`config.mk`:
```
export PLATFORM = sky130hd
export DESIGN_NAME = general_sync_fifo_env
export DESIGN_NICKNAME = d
export VERILOG_FILES = /design/src/rtl/general_fifo_pkg.sv /design/src/rtl/general_sync_fifo_mem.sv /design/src/rtl/general_sync_fifo_env.sv
export SDC_FILE = /design/constraint.sdc
export NUM_CORES = 1
export LEC_CHECK = 0
export CORE_MARGIN = 1
export CORE_UTILIZATION = 60
export DETAILED_ROUTE_END_ITERATION = 6
export PLACE_DENSITY = 0.79
export SLEW_MARGIN = 10
export SYNTH_ARGS = -nofsm -noshare
export SYNTH_HDL_FRONTEND = slang
export SYNTH_SLANG_ARGS = --single-unit
```
`constraint.sdc`:
```
create_clock -name clk -period 8.4 [get_ports clk]
set_input_delay 1.68 -clock clk [delete_from_list [all_inputs] [get_ports clk]]
set_output_delay 1.68 -clock clk [all_outputs]
set_load 0.03 [all_outputs]
```
`src/rtl/general_fifo_pkg.sv`:
```
// general_fifo_pkg: sizing and pointer-wrap helpers shared by the sync FIFO files.
package general_fifo_pkg;
  function automatic int fifo_ptr_width(input int depth);
    return (depth > 2) ? $clog2(depth) : 1;
  endfunction
  function automatic int fifo_cnt_width(input int depth);
    return fifo_ptr_width(depth) + 1;
  endfunction
  // Explicit wrap so depths that are not a power of two stay in range.
  function automatic int next_ptr(input int ptr, input int depth);
    return (ptr == depth - 1) ? 0 : ptr + 1;
  endfunction
endpackage

```
`src/rtl/general_sync_fifo_mem.sv`:
```
// general_sync_fifo_mem: 1W1R flop array, synchronous write, asynchronous read, no data reset.
module general_sync_fifo_mem #(
  parameter int DAT_WIDTH = 32,
  parameter int NUM_OF_ENTRIES = 16,
  parameter int AW = 4
) (
  input  logic                 clk,
  input  logic                 we,
  input  logic [AW-1:0]        waddr,
  input  logic [DAT_WIDTH-1:0] wdata,
  input  logic [AW-1:0]        raddr,
  output logic [DAT_WIDTH-1:0] rdata
);
  logic [DAT_WIDTH-1:0] mem [NUM_OF_ENTRIES];
  always_ff @(posedge clk)
    if (we) mem[waddr] <= wdata;
  assign rdata = mem[raddr];
endmodule

```
`src/rtl/general_sync_fifo_env.sv`:
```
// general_sync_fifo_env: single-clock FIFO with free depth, FWFT/registered read,
// almost flags, flush, error pulses and occupancy high-watermark.
module general_sync_fifo_env
  import general_fifo_pkg::*;
#(
  parameter int DAT_WIDTH = 32,
  parameter int NUM_OF_ENTRIES = 16,
  parameter int PTR_WIDTH = fifo_ptr_width(NUM_OF_ENTRIES),
  parameter bit FWFT = 1
) (
  input  logic                 clk,
  input  logic                 reset,
  input  logic                 flush,
  input  logic                 wr_op,
  input  logic [DAT_WIDTH-1:0] wr_data,
  input  logic                 rd_op,
  output logic [DAT_WIDTH-1:0] rd_data,
  output logic                 full,
  output logic                 empty,
  output logic                 almost_full,
  output logic                 almost_empty,
  input  logic [PTR_WIDTH:0]   af_thr,
  input  logic [PTR_WIDTH:0]   ae_thr,
  output logic [PTR_WIDTH:0]   entry_used,
  output logic [PTR_WIDTH:0]   high_wmark,
  output logic                 wr_full_err,
  output logic                 rd_empty_err
);
  localparam int CW = PTR_WIDTH + 1;
  localparam logic [CW-1:0] DEPTH_C = CW'(NUM_OF_ENTRIES);
  logic [PTR_WIDTH-1:0] wr_ptr, rd_ptr;
  logic [CW-1:0] cnt, next_cnt;
  logic [DAT_WIDTH-1:0] mem_rd, rd_q;
  logic push_acc, pop_acc;
  assign full = cnt == DEPTH_C;
  assign empty = cnt == '0;
  assign almost_full = cnt >= af_thr;
  assign almost_empty = cnt <= ae_thr;
  assign entry_used = cnt;
  assign pop_acc = rd_op && !empty;
  assign push_acc = wr_op && (!full || pop_acc);
  always_comb
    next_cnt = (push_acc && !pop_acc) ? cnt + CW'(1) :
               (pop_acc && !push_acc) ? cnt - CW'(1) : cnt;
  // Empty FWFT output is masked so it reads 0 out of reset rather than stale storage.
  assign rd_data = FWFT ? (empty ? '0 : mem_rd) : rd_q;
  general_sync_fifo_mem #(
    .DAT_WIDTH(DAT_WIDTH),
    .NUM_OF_ENTRIES(NUM_OF_ENTRIES),
    .AW(PTR_WIDTH)
  ) u_mem (
    .clk(clk),
    .we(push_acc && !flush),
    .waddr(wr_ptr),
    .wdata(wr_data),
    .raddr(rd_ptr),
    .rdata(mem_rd)
  );
  always_ff @(posedge clk or posedge reset)
    if (reset) begin
      wr_ptr <= '0;
      rd_ptr <= '0;
      cnt <= '0;
      high_wmark <= '0;
      rd_q <= '0;
      wr_full_err <= 1'b0;
      rd_empty_err <= 1'b0;
    end else if (flush) begin
      wr_ptr <= '0;
      rd_ptr <= '0;
      cnt <= '0;
      high_wmark <= '0;
      wr_full_err <= 1'b0;
      rd_empty_err <= 1'b0;
    end else begin
      if (push_acc) wr_ptr <= PTR_WIDTH'(next_ptr(int'(wr_ptr), NUM_OF_ENTRIES));
      if (pop_acc) rd_ptr <= PTR_WIDTH'(next_ptr(int'(rd_ptr), NUM_OF_ENTRIES));
      if (pop_acc && !FWFT) rd_q <= mem_rd;
      cnt <= next_cnt;
      high_wmark <= (next_cnt > high_wmark) ? next_cnt : high_wmark;
      wr_full_err <= wr_op && !push_acc;
      rd_empty_err <= rd_op && !pop_acc;
    end
endmodule

```
==> results.md <==
- Outcome: finished, final reports clean
- I/O Buffers: 94
- Clk sink count: 532
- Dominant delay contributor by cell family on the critical path: buffers and inverters
- CTS buffer count: 49
- Maximum number of pins on one net before global-route repair: 85
- Power density normalized to cell area: 274.8 mW/mm^2
- Final critical-path share of the clock period: 67.21%
- Final-report max-slew violation count: 0
- Post-detailed-route count of antenna-violating nets: 0
- Latest clock arrival within the worst-skew pair: 0.56 ns
- Final antenna diode count: 0
- DR iter-0 viols: 1,071
- H-tree depth: 2
- First-pass DRT Iterations: 7
- Net total in the final layout: 1,160
- Worst Path Arrival: 3.97 ns
- Worst setup margin: 2.754 ns
- Hold Buf Count CTS: 0
- Share of final-layout standard cells stronger than drive strength 1: 21.05%
- Required time reported for the critical path endpoint: 6.72 ns
- Maximum clock frequency: 0.1771 GHz
- Setup total negative slack: 0 ns
- Max-cap violation count: 0
- Placement Rows: 68
- Minimum setup slack after placement: 2.826 ns
- Rel. slew slack: 23.34%
- Die area: 0.03563 sq mm
- Total of warnings raised by yosys: 0
- GR Util All Layers: 24.72%
- Synthesized netlist net count: 1,045
- Flip-flop and latch count after synthesis: 532
- Crit path launch type: flip-flop
- Slowest library cell on the worst path: sky130_fd_sc_hd__dfrtp_4
- Layout Utilization: 69.49%
- Post-Syn Instances: 976
- Aggregate routed wire length: 42.83 mm
- Largest stage delay, worst path: 1.04 ns
- Leading register cell type out of synthesis: sky130_fd_sc_hd__edfxtp_1
- Max clock buf depth: 3
- Cell area after synthesis: 0.02093 sq mm
- Hold violation count in the final report: 0
- DRC: 0
- Final setup vio count: 0
- Number of distinct library cells after synthesis: 46
- Grt total ovfl: 0
- Core region area: 0.03446 sq mm
- Root buffer cell: sky130_fd_sc_hd__clkbuf_16
- Proportion of synthesized chip area in sequential cells: 75.85%
- Routed via count: 10.15k
- Worst setup path class: reg2out
- Worst-case register-to-register setup slack: 5.02 ns
- First-pass GRT wire length: 63.77 mm
- Yosys top cell area share: 73.46%
- Endpoint class of the critical path: output port
- Area growth, synth to finish: 14.40%
- Via count of the first global-routing pass: 10.31k
- Final estimated routing congestion in global placement: 0.7692
- Post-synth EDFFs: 512
- Maximum fanout count along the critical path: 84
- Post-cts sizing count: 0
- P_leak: 7.374 nW
- Layout Skew: 0.02305 ns
- Crit path buf inv count: 2
- Initial core utilization: 60.74%
- Setup repair after global routing missed its margin: no
- Proportion of synthesized flip-flops having asynchronous set or reset: 3.759%
- Clock-pin slew on the worst setup and hold paths: 0.06 ns
- DIE WIDTH: 188.8 um
- Class of the most critical hold timing path: reg2reg
- Final Critical Period: 5.646 ns
- Half-perimeter wire length after placement: 20.38 mm
- Antenna violations before repair: 0
- Worst vdd ir: 0.2119 mV
- Total setup buffers inserted after CTS: 0
- Synth area leader: sky130_fd_sc_hd__edfxtp_1
- Post-synthesis average cell area: 21.44 sq um
- WL per Instance: 27.09 um
- Die Y: 188.8 um
- Io pins: 95
- Number of vias per cell: 6.418
- Least-Margin Pin Slew: 1.150 ns
- Ranking of synthesized cells by area: sky130_fd_sc_hd__edfxtp_1 73%, sky130_fd_sc_hd__mux4_2 14%, sky130_fd_sc_hd__mux2i_1 3.1%
- Clock tree from TritonCTS: built
- Cell breakdown of the critical path: buf_12 -> mux4_2 -> mux2i_1 -> o22ai_1 -> clkdlybuf4s50_1
report_power, final:
group	internal, W	leakage [nW]	switching (W)
sequential	0.00294	4.88	0.0000879
clock	0.00113	0.707	0.000914
combinational	0.000698	1.79	0.000807
total	0.00477	7.37	0.00181
final timing paths:
kind	from	to	cells past startpoint
max	rd_ptr[0]	rd_data[20]	5
min	high_wmark[2]	high_wmark[2]	1
max reg2reg	entry_used[0]	high_wmark[1]	12
min reg2reg	high_wmark[2]	high_wmark[2]	1
max in group asynchronous	reset	rd_ptr[2]	2
min in group asynchronous	reset	wr_ptr[3]	2
sequential cells by signal, summed over array words and instances (netlist names):
signal / count
rd_empty_err: 1
rd_ptr: 4
wr_ptr: 4
u_mem.mem: 512
wr_full_err: 1
high_wmark: 5
entry_used: 5
synthesized netlist by cell type (6+ instances only):
cell type and n:
sky130_fd_sc_hd__clkbuf_1 15, sky130_fd_sc_hd__buf_1 8, sky130_fd_sc_hd__ha_1 22, sky130_fd_sc_hd__nand2_1 13, sky130_fd_sc_hd__edfxtp_1 512, sky130_fd_sc_hd__dfrtp_1 20, sky130_fd_sc_hd__nor2b_1 9, sky130_fd_sc_hd__nor2_1 28
sky130_fd_sc_hd__mux4_2 128, sky130_fd_sc_hd__buf_4 8, sky130_fd_sc_hd__o22ai_1 33, sky130_fd_sc_hd__nand2b_1 6, sky130_fd_sc_hd__buf_2 20, sky130_fd_sc_hd__a21oi_1 12, sky130_fd_sc_hd__inv_1 22, sky130_fd_sc_hd__mux2i_1 65
layout by cell type (no fill, tap or decap), drive strengths merged, types with 9 or more instances in the layout:
| cell | count |
|---|---|
| clkinv | 21 |
| o22ai | 33 |
| a21oi | 12 |
| nor2b | 9 |
| clkdlybuf4s50 | 94 |
| nand2 | 13 |
| mux4 | 128 |
| edfxtp | 512 |
| dfrtp | 20 |
| inv | 24 |
| mux2i | 65 |
| ha | 22 |
| nor2 | 28 |
| o21ai | 9 |
| buf | 22 |
| clkbuf | 60 |
per-layer routing:
metal / global-route usage (%) / share of wire [%] / wire length, um
met1: 34.28 / 40 / 17140
met2: 41.18 / 51 / 21740
met3: 3.800 / 6.8 / 2908
met4: 7.475 / 2.4 / 1035
met5: 0 / 0 / 0
area by class of cell:
| type | instances | area (sq um) |
|---|---|---|
| Clock buffer | 60 | 1267 |
| Clock inverter | 26 | 192.7 |
| Fill cell | 2072 | 10510 |
| Inverter | 23 | 86.33 |
| Multi-Input combinational cell | 369 | 4823 |
| Sequential cell | 532 | 15890 |
| Tap cell | 455 | 569.3 |
| Timing Repair Buffer | 116 | 1119 |
metrics by stage:
step / power (W) / instances / hold WS [ns] / cell area [sq um]
after global placement: 0.004571 / 1495 / 0.5108 / 22480
after detailed placement: 0.004596 / 1495 / 0.5106 / 22480
after global routing: 0.006816 / 1581 / 0.5437 / 23940
after floorplan: 0.004141 / 976 / 0.5420 / 20930
final: 0.006581 / 1581 / 0.5212 / 23940
after CTS: 0.006629 / 1581 / 0.5285 / 23940
logic make-up (layout without fill, tap and decap cells):
group,Yosys count,in the layout,share of synthesized area [%]
buffers and inverters,75,225,1.644
xor gates and xnor gates,4,4,0.1674
AOI/OAI and AO/OA,73,73,2.278
muxes,193,193,16.88
and+or+nand+nor,77,77,1.865
adders and majority gates,22,22,1.315
DFF,532,532,75.85
(Power assumes the default switching activity.)
